<file path="src/rtl/solver_pass_sequencer.sv">
// solver_pass_sequencer: runs the line solver over the option FIFO in
// repeated passes. Each pass pops every line header and its options, shows
// them to the solver one per cycle, and re-pushes the header and every option
// the solver keeps. The per-line counts are rebuilt for the next pass. After
// each pass the block decides solved / unsolvable / ambiguous or starts again.
//
// Optional build macro SOLVER_SEQ_STATS_EN adds output discarded_total, a
// saturating count of options the solver dropped during the current solve.
//
// Handshake: a FIFO word transfers on any cycle with fifo_rd_en=1, which is
// only raised while fifo_empty=0. slv_valid is asserted in exactly the same
// cycle and slv_option carries that word. The solver answers for an option
// with slv_put_back in the very next cycle; a kept word is pushed in that
// cycle (fifo_wr_en=1), which must find fifo_full=0.
module solver_pass_sequencer #(
  parameter int MAX_LINES  = 22,
  parameter int OPT_W      = 16,
  parameter int CNT_W      = 7,
  parameter int MAX_PASSES = 64
) (
  input  logic                            clk,
  input  logic                            rst,
  input  logic                            start,
  input  logic [3:0]                      num_rows,
  input  logic [3:0]                      num_cols,
  input  logic [MAX_LINES-1:0][CNT_W-1:0] init_opt_amnt,
  input  logic [OPT_W-1:0]                fifo_rd_data,
  input  logic                            fifo_empty,
  input  logic                            fifo_full,
  output logic                            fifo_rd_en,
  output logic                            fifo_wr_en,
  output logic [OPT_W-1:0]                fifo_wr_data,
  output logic                            slv_started,
  output logic                            slv_valid,
  output logic [OPT_W-1:0]                slv_option,
  output logic [MAX_LINES-1:0][CNT_W-1:0] slv_old_options_amnt,
  output logic [CNT_W-1:0]                slv_all_options_remaining,
  input  logic                            slv_put_back,
  input  logic                            slv_solved,
  input  logic                            slv_unsolvable,
  output logic                            busy,
  output logic                            done,
  output logic [1:0]                      result,
  output logic [7:0]                      pass_count,
  output logic [2:0]                      o_dbg_state
`ifdef SOLVER_SEQ_STATS_EN
  , output logic [15:0]                   discarded_total
`endif
);

  localparam int LINE_W = $clog2(MAX_LINES + 1);
  localparam int SUM_W  = CNT_W + LINE_W;

  localparam logic [2:0] S_IDLE     = 3'd0;
  localparam logic [2:0] S_LOAD     = 3'd1;
  localparam logic [2:0] S_HDR      = 3'd2;
  localparam logic [2:0] S_OPT      = 3'd3;
  localparam logic [2:0] S_DRAIN    = 3'd4;
  localparam logic [2:0] S_PASS_END = 3'd5;
  localparam logic [2:0] S_FIN      = 3'd6;

  localparam logic [1:0] RES_SOLVED    = 2'b01;
  localparam logic [1:0] RES_UNSOLV    = 2'b10;
  localparam logic [1:0] RES_AMBIGUOUS = 2'b11;

  logic [2:0]                      r_state;
  logic [MAX_LINES-1:0][CNT_W-1:0] r_old_cnt;
  logic [MAX_LINES-1:0][CNT_W-1:0] r_new_cnt;
  logic [LINE_W-1:0]               r_num_lines;
  logic [LINE_W-1:0]               r_line;
  logic [CNT_W-1:0]                r_opt_left;
  logic                            r_hdr_pend;   // header popped last cycle
  logic                            r_opt_pend;   // option popped last cycle
  logic [LINE_W-1:0]               r_opt_line;   // line that option belongs to
  logic [OPT_W-1:0]                r_wb_data;    // word awaiting re-push
  logic [CNT_W-1:0]                r_all_rem;
  logic [1:0]                      r_result;
  logic [7:0]                      r_pass_cnt;

  logic [LINE_W-1:0] w_lines;
  logic [SUM_W-1:0]  w_old_sum;
  logic [SUM_W-1:0]  w_new_sum;
  logic [CNT_W-1:0]  w_old_sum_sat;
  logic              w_any_zero;
  logic              w_push_req;
  logic              w_push_err;
  logic              w_in_pass;
  logic              w_abort;
  logic              w_pop;
  logic              w_last_pass;

  assign w_lines = LINE_W'({1'b0, num_rows} + {1'b0, num_cols});

  // Sums over the active lines and detection of an emptied line
  always_comb begin
    w_old_sum  = '0;
    w_new_sum  = '0;
    w_any_zero = 1'b0;
    for (int i = 0; i < MAX_LINES; i++) begin
      if (i < int'(r_num_lines)) begin
        w_old_sum = w_old_sum + SUM_W'(r_old_cnt[i]);
        w_new_sum = w_new_sum + SUM_W'(r_new_cnt[i]);
        if (r_new_cnt[i] == '0) w_any_zero = 1'b1;
      end
    end
  end

  assign w_old_sum_sat = (w_old_sum > SUM_W'({CNT_W{1'b1}})) ? {CNT_W{1'b1}}
                                                             : w_old_sum[CNT_W-1:0];

  // A push is owed for the header popped last cycle, or for a kept option
  assign w_push_req  = r_hdr_pend | (r_opt_pend & slv_put_back);
  assign w_push_err  = w_push_req & fifo_full;
  assign w_in_pass   = (r_state == S_HDR) | (r_state == S_OPT);
  assign w_abort     = w_in_pass & (slv_unsolvable | w_push_err);
  assign w_pop       = w_in_pass & ~fifo_empty & ~w_abort;
  assign w_last_pass = ((r_pass_cnt + 8'd1) == 8'(MAX_PASSES));

  assign fifo_rd_en   = w_pop;
  assign fifo_wr_en   = w_push_req & ~fifo_full;
  assign fifo_wr_data = r_wb_data;
  assign slv_valid    = w_pop;
  assign slv_option   = w_pop ? fifo_rd_data : '0;
  assign slv_started  = (r_state == S_LOAD);
  assign slv_all_options_remaining = (r_state == S_LOAD) ? w_old_sum_sat : r_all_rem;
  assign slv_old_options_amnt = r_old_cnt;
  assign busy        = (r_state != S_IDLE) & (r_state != S_FIN);
  assign done        = (r_state == S_FIN);
  assign result      = r_result;
  assign pass_count  = r_pass_cnt;
  assign o_dbg_state = r_state;

  // Pass sequencing FSM, write-back pipeline and count bookkeeping
  always_ff @(posedge clk) begin
    if (rst) begin
      r_state     <= S_IDLE;
      r_old_cnt   <= '0;
      r_new_cnt   <= '0;
      r_num_lines <= '0;
      r_line      <= '0;
      r_opt_left  <= '0;
      r_hdr_pend  <= 1'b0;
      r_opt_pend  <= 1'b0;
      r_opt_line  <= '0;
      r_wb_data   <= '0;
      r_all_rem   <= '0;
      r_result    <= '0;
      r_pass_cnt  <= '0;
    end else begin
      r_hdr_pend <= 1'b0;
      r_opt_pend <= 1'b0;
      // Kept option from last cycle is counted for the next pass
      if (r_opt_pend && slv_put_back && !fifo_full &&
          r_new_cnt[r_opt_line] != {CNT_W{1'b1}})
        r_new_cnt[r_opt_line] <= r_new_cnt[r_opt_line] + CNT_W'(1);

      case (r_state)
        S_IDLE: begin
          if (start) begin
            r_old_cnt   <= init_opt_amnt;
            r_new_cnt   <= '0;
            r_num_lines <= w_lines;
            r_result    <= '0;
            r_pass_cnt  <= '0;
            r_state     <= S_LOAD;
          end
        end
        S_LOAD: begin
          r_all_rem <= w_old_sum_sat;
          r_line    <= '0;
          r_state   <= S_HDR;
        end
        S_HDR: begin
          if (w_abort) begin
            r_result <= RES_UNSOLV;
            r_state  <= S_FIN;
          end else if (w_pop) begin
            r_hdr_pend <= 1'b1;
            r_wb_data  <= fifo_rd_data;
            if (r_old_cnt[r_line] == '0) begin
              r_result <= RES_UNSOLV;
              r_state  <= S_FIN;
            end else begin
              r_opt_left <= r_old_cnt[r_line];
              r_state    <= S_OPT;
            end
          end
        end
        S_OPT: begin
          if (w_abort) begin
            r_result <= RES_UNSOLV;
            r_state  <= S_FIN;
          end else if (w_pop) begin
            r_opt_pend <= 1'b1;
            r_opt_line <= r_line;
            r_wb_data  <= fifo_rd_data;
            r_opt_left <= r_opt_left - CNT_W'(1);
            if (r_opt_left == CNT_W'(1)) begin
              r_line <= r_line + LINE_W'(1);
              if ((r_line + LINE_W'(1)) == r_num_lines) r_state <= S_DRAIN;
              else                                      r_state <= S_HDR;
            end
          end
        end
        S_DRAIN: begin
          if (w_push_err) begin
            r_result <= RES_UNSOLV;
            r_state  <= S_FIN;
          end else begin
            r_state <= S_PASS_END;
          end
        end
        S_PASS_END: begin
          if (slv_unsolvable || w_any_zero) begin
            r_result <= RES_UNSOLV;
            r_state  <= S_FIN;
          end else if (slv_solved) begin
            r_result <= RES_SOLVED;
            r_state  <= S_FIN;
          end else if (w_new_sum == w_old_sum || w_last_pass) begin
            r_result <= RES_AMBIGUOUS;
            r_state  <= S_FIN;
          end else begin
            r_old_cnt  <= r_new_cnt;
            r_new_cnt  <= '0;
            r_pass_cnt <= r_pass_cnt + 8'd1;
            r_state    <= S_LOAD;
          end
        end
        S_FIN: begin
          r_state <= S_IDLE;
        end
        default: begin
          r_state <= S_IDLE;
        end
      endcase
    end
  end

`ifdef SOLVER_SEQ_STATS_EN
  logic [15:0] r_disc;

  // Saturating tally of options the solver dropped in this solve
  always_ff @(posedge clk) begin
    if (rst) begin
      r_disc <= '0;
    end else if (r_state == S_IDLE && start) begin
      r_disc <= '0;
    end else if (r_opt_pend && !slv_put_back && r_disc != 16'hFFFF) begin
      r_disc <= r_disc + 16'd1;
    end
  end

  assign discarded_total = r_disc;
`endif

endmodule

</file>
<file path="config.mk">
export PLATFORM = sky130hd
export DESIGN_NAME = solver_pass_sequencer
export DESIGN_NICKNAME = d
export VERILOG_FILES = /design/src/rtl/solver_pass_sequencer.sv
export SDC_FILE = /design/constraint.sdc
export NUM_CORES = 2
export LEC_CHECK = 0
export CORE_UTILIZATION = 50
export CTS_BUF_LIST = sky130_fd_sc_hd__clkbuf_8
export CTS_CLUSTER_DIAMETER = 30
export DETAILED_ROUTE_END_ITERATION = 10
export DONT_BUFFER_PORTS = 1
export MAX_ROUTING_LAYER = met4
export PLACE_DENSITY_LB_ADDON = 0.12
export SLEW_MARGIN = 10
export SYNTH_ARGS = -nofsm -noshare
export SYNTH_HDL_FRONTEND = slang
export SYNTH_SLANG_ARGS = --single-unit
export TNS_END_PERCENT = 1
</file>
<file path="constraint.sdc">
create_clock -name clk -period 33.4 [get_ports clk]
set_input_delay 10.02 -clock clk [delete_from_list [all_inputs] [get_ports clk]]
set_output_delay 10.02 -clock clk [all_outputs]
set_load 0.005 [all_outputs]
</file>
## After elaboration in Yosys (flattened, before gate mapping)

Index checks and enable logic that the tools add are counted.

| operators by class | value |
|---|---|
| multiplexer cells | 149 |
| bitwise logic cells | 15 |
| equality and inequality tests | 29 |
| $add $sub $neg | 47 |
| magnitude comparators | 26 |
| reduce and logical (&&, ||, !) cells | 47 |

Operator list:

| kind | count |
|---|---|
| 154-bit 2-to-1 mux | 9 |
| 154-bit one-hot mux with 2 select lines | 2 |
| 12-bit by 7-bit adder with 12-bit output | 42 |
| 12-bit 2-to-1 mux | 42 |
| 7-bit zero test | 23 |
| 154-bit bitwise mux | 1 |
| 7-bit 2-to-1 mux | 12 |
| 7-bit binary-select mux with 5-bit select | 2 |
| 1-bit 2-to-1 mux | 46 |
| 4-bit by 5-bit less-than comparator with 1-bit output (first input constant) | 8 |
| 7-bit demux with 5-bit select | 1 |
| 3-bit 2-to-1 mux | 11 |
| 8-bit 2-to-1 mux | 4 |
| 5-bit less-than comparator (first input constant) | 6 |
| 2-bit inequality test (second input constant) | 11 |
| 3-bit by 5-bit less-than comparator with 1-bit output (first input constant) | 4 |
| 2-bit 2-to-1 mux | 10 |
| 3-bit one-hot mux with 6 select lines | 1 |
| 16-bit 2-to-1 mux | 1 |
| 8-bit one-hot mux with 2 select lines | 1 |
| 5-bit 2-to-1 mux | 3 |
| 7-bit one-hot mux with 2 select lines | 1 |
| 12-bit equality test | 1 |
| 12-bit by 7-bit > comparator with 1-bit output (second input constant) | 1 |
| other kinds (39) | 70 |

| word-level totals | value |
|---|---|
| output and inout bits | 212 |
| flip-flop bits (word level) | 368 |
| word-level logic and storage cells | 368 |
| bits of input ports | 186 |

## Logic depth before layout (Yosys ltp)

| logic depth | value |
|---|---|
| word-level depth | 50 |
| gate-level depth with buffers | 122 |

## Worst setup path after synthesis

Ideal clock, no wire load.

| timing path | value |
|---|---|
| kind | register to output |
| from | register r_num_lines[4] |
| to | output port slv_all_options_remaining[2] |
| required time | 23.380 ns |
| data arrival time | 19.636 ns |
| buffers on the path | 4 |
| stages on the path, launching flop included | 115 |
| slack | 3.744 ns |
| cells stage by stage | dfxtp_1 -> buf_2 -> clkbuf_1 -> clkbuf_1 -> nor2_1 -> nand2_1 -> clkbuf_1 -> and2_1 -> ha_1 -> inv_1 -> fa_1 -> nor2b_1 -> o21ai_0 -> a21boi_0 -> nor3_1 -> or2_2 -> ha_1 -> a21boi_0 -> (+79 left out) -> inv_1 -> ha_1 -> or2_2 -> nand3_1 -> o21ai_0 -> ha_1 -> and2_1 -> o21ai_0 -> or2_2 -> maj3_1 -> o32ai_1 -> nand2_1 -> nor2_1 -> nand2_1 -> mux2i_1 -> nand4_1 -> inv_1 -> a31oi_1 |

| between the ends | value |
|---|---|
| cells in the longest elaborated chain, start to end | 47 |
| elaborated cells on any way between the ends | 68 |

RTL lines:

| what | RTL line | source |
|---|---|---|
| start, declared | 69 | `logic [LINE_W-1:0] r_num_lines;` |
| start signal, assigned | 162 | `r_num_lines <= w_lines;` |
| 1-bit by 5-bit less-than comparator with 1-bit output | 100 | `if (i < int'(r_num_lines)) begin` |
| 7-bit 2-to-1 mux | 100 |  |
| 12-bit by 7-bit adder with 12-bit output | 101 | `w_old_sum = w_old_sum + SUM_W'(r_old_cnt[i]);` |
| 12-bit 2-to-1 mux | 100 |  |
| 12-bit by 7-bit adder with 12-bit output | 101 |  |
| 12-bit 2-to-1 mux | 100 |  |
| 12-bit by 7-bit adder with 12-bit output | 101 |  |
| 12-bit 2-to-1 mux | 100 |  |
| (+31 left out) | n/a |  |
| 12-bit 2-to-1 mux | 100 |  |
| 12-bit by 7-bit adder with 12-bit output | 101 |  |
| 12-bit 2-to-1 mux | 100 |  |
| 12-bit by 7-bit adder with 12-bit output | 101 |  |
| 12-bit 2-to-1 mux * | 100 |  |
| 12-bit by 7-bit > comparator with 1-bit output | 108 | `assign w_old_sum_sat = (w_old_sum > SUM_W'({CNT_W{1'b1}})) ? {CNT_W{1'b1}}` |
| 7-bit 2-to-1 mux * | 108 |  |
| 7-bit 2-to-1 mux * | n/a |  |
| end, declared | 37 | `output logic [CNT_W-1:0] slv_all_options_remaining,` |

Every way passes the cells marked *; elsewhere a longest branch is shown, timed or not.

## Worst setup path after layout

| timing path | value |
|---|---|
| from | register r_num_lines[1] |
| to | output port slv_all_options_remaining[1] |

The elaborated chain is that of the path after synthesis.

==> flow_metrics.tcl <==
set metrics [dict create \
    start_util_pct 50.9 \
    antenna_found_initial 3 \
    clk_pin_slew_ns 0.05 \
    crit_top_cell "fa_1" \
    chipWidth_um 281 \
    run_status "finished, final reports clean" \
    globalRouteOverflowTotal 0 \
    drive_above_1_share_pct 10.4 \
    r2r_setup_slack_ns 8.68 \
    avgSynthCellArea_um2 7.75 \
    pin_count 398 \
    vias_per_cell 6.40 \
    dr_total_vias 38458 \
    synth.distinct_cells 109 \
    crit_fanout 17 \
    grtUsageTotal_pct 38.7 \
    fin_area_um2 42100 \
    grt_pass1_wl_mm 225 \
    finalSetupViolations 0 \
    wire_per_inst_um 25.4 \
    dr.pass1.iters 6 \
    cts_hold_buf 0 \
    max_cap_viol_count 0 \
    synth_flop_cell "dfxtp_1" \
    crit_type "reg2out" \
    ys_seq_elements 368 \
    grt_pass1_vias 35059 \
    fin_worst_skew_ns 0.0710 \
    port_buffers 0 \
    period_minus_slack_ns 32.07 \
    stdcell_count 6006 \
    ctsHtreeMaxLevel 3 \
    max_stage_delay_ns 0.65 \
    cts_tree "done" \
    slew_violations 0 \
    place_inst 5820 \
    relSlewSlack_pct 16.8 \
    drc 0 \
    insertion_delay_ns 0.77 \
    syn-num-nets 5584 \
    syn_area_um2 38900 \
    synth-edff-count 0 \
    drt-total-wl_mm 152 \
    drtAntennaViolNets 0 \
    fp.dieArea_um2 78900 \
    clock-sinks 368 \
    die_h_um 281 \
    num_rows 101 \
    period_share_pct 96.0 \
    fin_nets 5459 \
    postSynth.asyncResetShare_pct 0 \
    critical_path_arrival_ns 22.05 \
    drtIter0Drc 3930 \
    required_ns 23.38 \
    crit_path_start_kind "flip-flop" \
    fmax_mhz 31.2 \
    core_region_area_um2 76500 \
    synth_seq_area_share_pct 18.9 \
    hold_class "reg2reg" \
    cts_buffers 93 \
    end_kind "output pin" \
    grt_max_degree 215 \
    synthCells 5021 \
    gp_congestion 1.02 \
    cts_root_buf "clkbuf_8" \
    clock_path_buffers 3 \
    dpl_cell_area_um2 39600 \
    hold_viol_final 0 \
    syn2layout_area_growth_pct 8.17 \
    dp_hpwl_mm 117 \
    cp_slowest_cell "fa_1" \
    yosysWarnings 0 \
    tightest_slew_ns 1.24 \
]
## routing by layer
layer	vias up	GRT usage (%)	share of wire, %
li1	17925	-	-
met2	1836	57.0	43
met3	290	6.39	9.3
met5	-	-	0
met1	18407	52.2	43
met4	0	16.5	4.4
## registers in the layout, summed over array words and instances (netlist names), 5 cells and up
signal and cells:
r_new_cnt 154, fifo_wr_data 16, r_opt_line 5, r_all_rem 7, r_opt_left 7, slv_old_options_amnt 154, r_num_lines 5, r_line 5
pass_count 8
## final timing paths
path                                       from                                     to  cells after the start
setup / recovery    r_num_lines[1]$_SDFFE_PP0P_           slv_all_options_remaining[1]                     92
hold / removal    fifo_wr_data[11]$_SDFFE_PP0P_          fifo_wr_data[11]$_SDFFE_PP0P_                      2
setup reg to reg    r_num_lines[1]$_SDFFE_PP0P_  slv_old_options_amnt[56]$_SDFFE_PP0P_                    101
hold reg to reg   fifo_wr_data[11]$_SDFFE_PP0P_          fifo_wr_data[11]$_SDFFE_PP0P_                      2
## final cells by class
type	instances	area, um2
fillers	7328	34400
multi-input cells	4164	29900
flip-flops and latches	368	7380
clock buffers	109	1500
well taps	1030	1290
inverters	195	732
clock inverters	61	689
repair buffers	74	576
diodes	5	12.5
## worst max-delay path: cells and delay by family (launching register included)
family,cells,cell delay (ns)
buffers and inverters,11,1.12
flip-flops,1,0.31
XOR/XNOR,1,0.15
AO/OA/AOI/OAI,22,4.76
multiplexers,4,1.05
adder cells (fa/ha/maj),23,10.03
AND/OR/NAND/NOR,31,3.83
## what timing repair did
action	in CTS	in global routing
gates resized for setup	0	46
buffers inserted	0	11
setup endpoints to repair	0	7
## cell families (layout without fill, tap and decap cells)
family	Yosys count	in the layout	synth area share (%)
AND/OR/NAND/NOR	1877	1877	21.9
AO/OA/AOI/OAI	1278	1278	22.2
buffers and inverters	489	439	5.10
adder cells (fa/ha/maj)	382	382	13.1
flip-flops	368	368	18.9
XOR/XNOR	341	341	8.97
multiplexers	286	286	9.81
other	0	5	0
## Yosys cell counts (all sizes together), types with 9 or more instances
cell / n / area [um2]
a21boi: 16 / 120
o21bai: 31 / 233
o211ai: 26 / 200
nor3: 237 / 1230
o221a: 10 / 113
ha: 334 / 4180
xnor2: 204 / 1970
dfxtp: 368 / 7370
a31oi: 40 / 250
nor4: 42 / 263
o22ai: 28 / 175
nor3b: 20 / 165
nand3b: 10 / 75.1
o22a: 10 / 87.6
nand2b: 51 / 327
nand2: 744 / 2790
a21oi: 318 / 1610
xnor3: 13 / 295
fa: 43 / 861
inv: 191 / 717
and3: 22 / 138
xor2: 121 / 1150
a22oi: 14 / 105
a311oi: 158 / 1380
buf: 103 / 534
mux2i: 165 / 1660
mux2: 50 / 563
nand3: 79 / 395
a211o: 13 / 114
nor2: 471 / 1810
mux4: 71 / 1600
o21a: 57 / 430
or2: 19 / 119
o31ai: 19 / 143
or3: 22 / 138
or4: 9 / 67.6
a21o: 111 / 833
a211oi: 86 / 656
clkbuf: 191 / 717
nor2b: 75 / 469
and2: 45 / 282
o21ai: 240 / 1210
nand4: 15 / 93.8
## layout by cell type, fill, tap and decap left out, types with 74 or more instances in the layout
| master | count |
|---|---|
| a21o_1 | 110 |
| ha_1 | 333 |
| nand3_1 | 79 |
| clkbuf_8 | 109 |
| xnor2_1 | 179 |
| nand2_1 | 742 |
| nor2b_1 | 74 |
| xor2_1 | 111 |
| a211oi_1 | 81 |
| a311oi_1 | 158 |
| dfxtp_1 | 363 |
| mux2i_1 | 163 |
| o21ai_0 | 224 |
| nor3_1 | 229 |
| a21oi_1 | 307 |
| inv_1 | 207 |
| nor2_1 | 456 |
## stage by stage
stage | hold WS, ns | setup TNS [ns] | worst slack [ns] | utilization [%]
floorplan | 0.453 | 0 | 3.74 | -
global placement | 0.459 | 0 | 1.68 | 51.8
detailed placement | 0.462 | 0 | 1.32 | 51.8
CTS | 0.469 | 0 | 0.449 | 54.7
global route | 0.496 | -0.208 | -0.0593 | 55.0
finish | 0.470 | 0 | 1.33 | 55.0
Power is not shown: default switching activity piles up to over one toggle a cycle in this logic, so the estimate is an artifact.
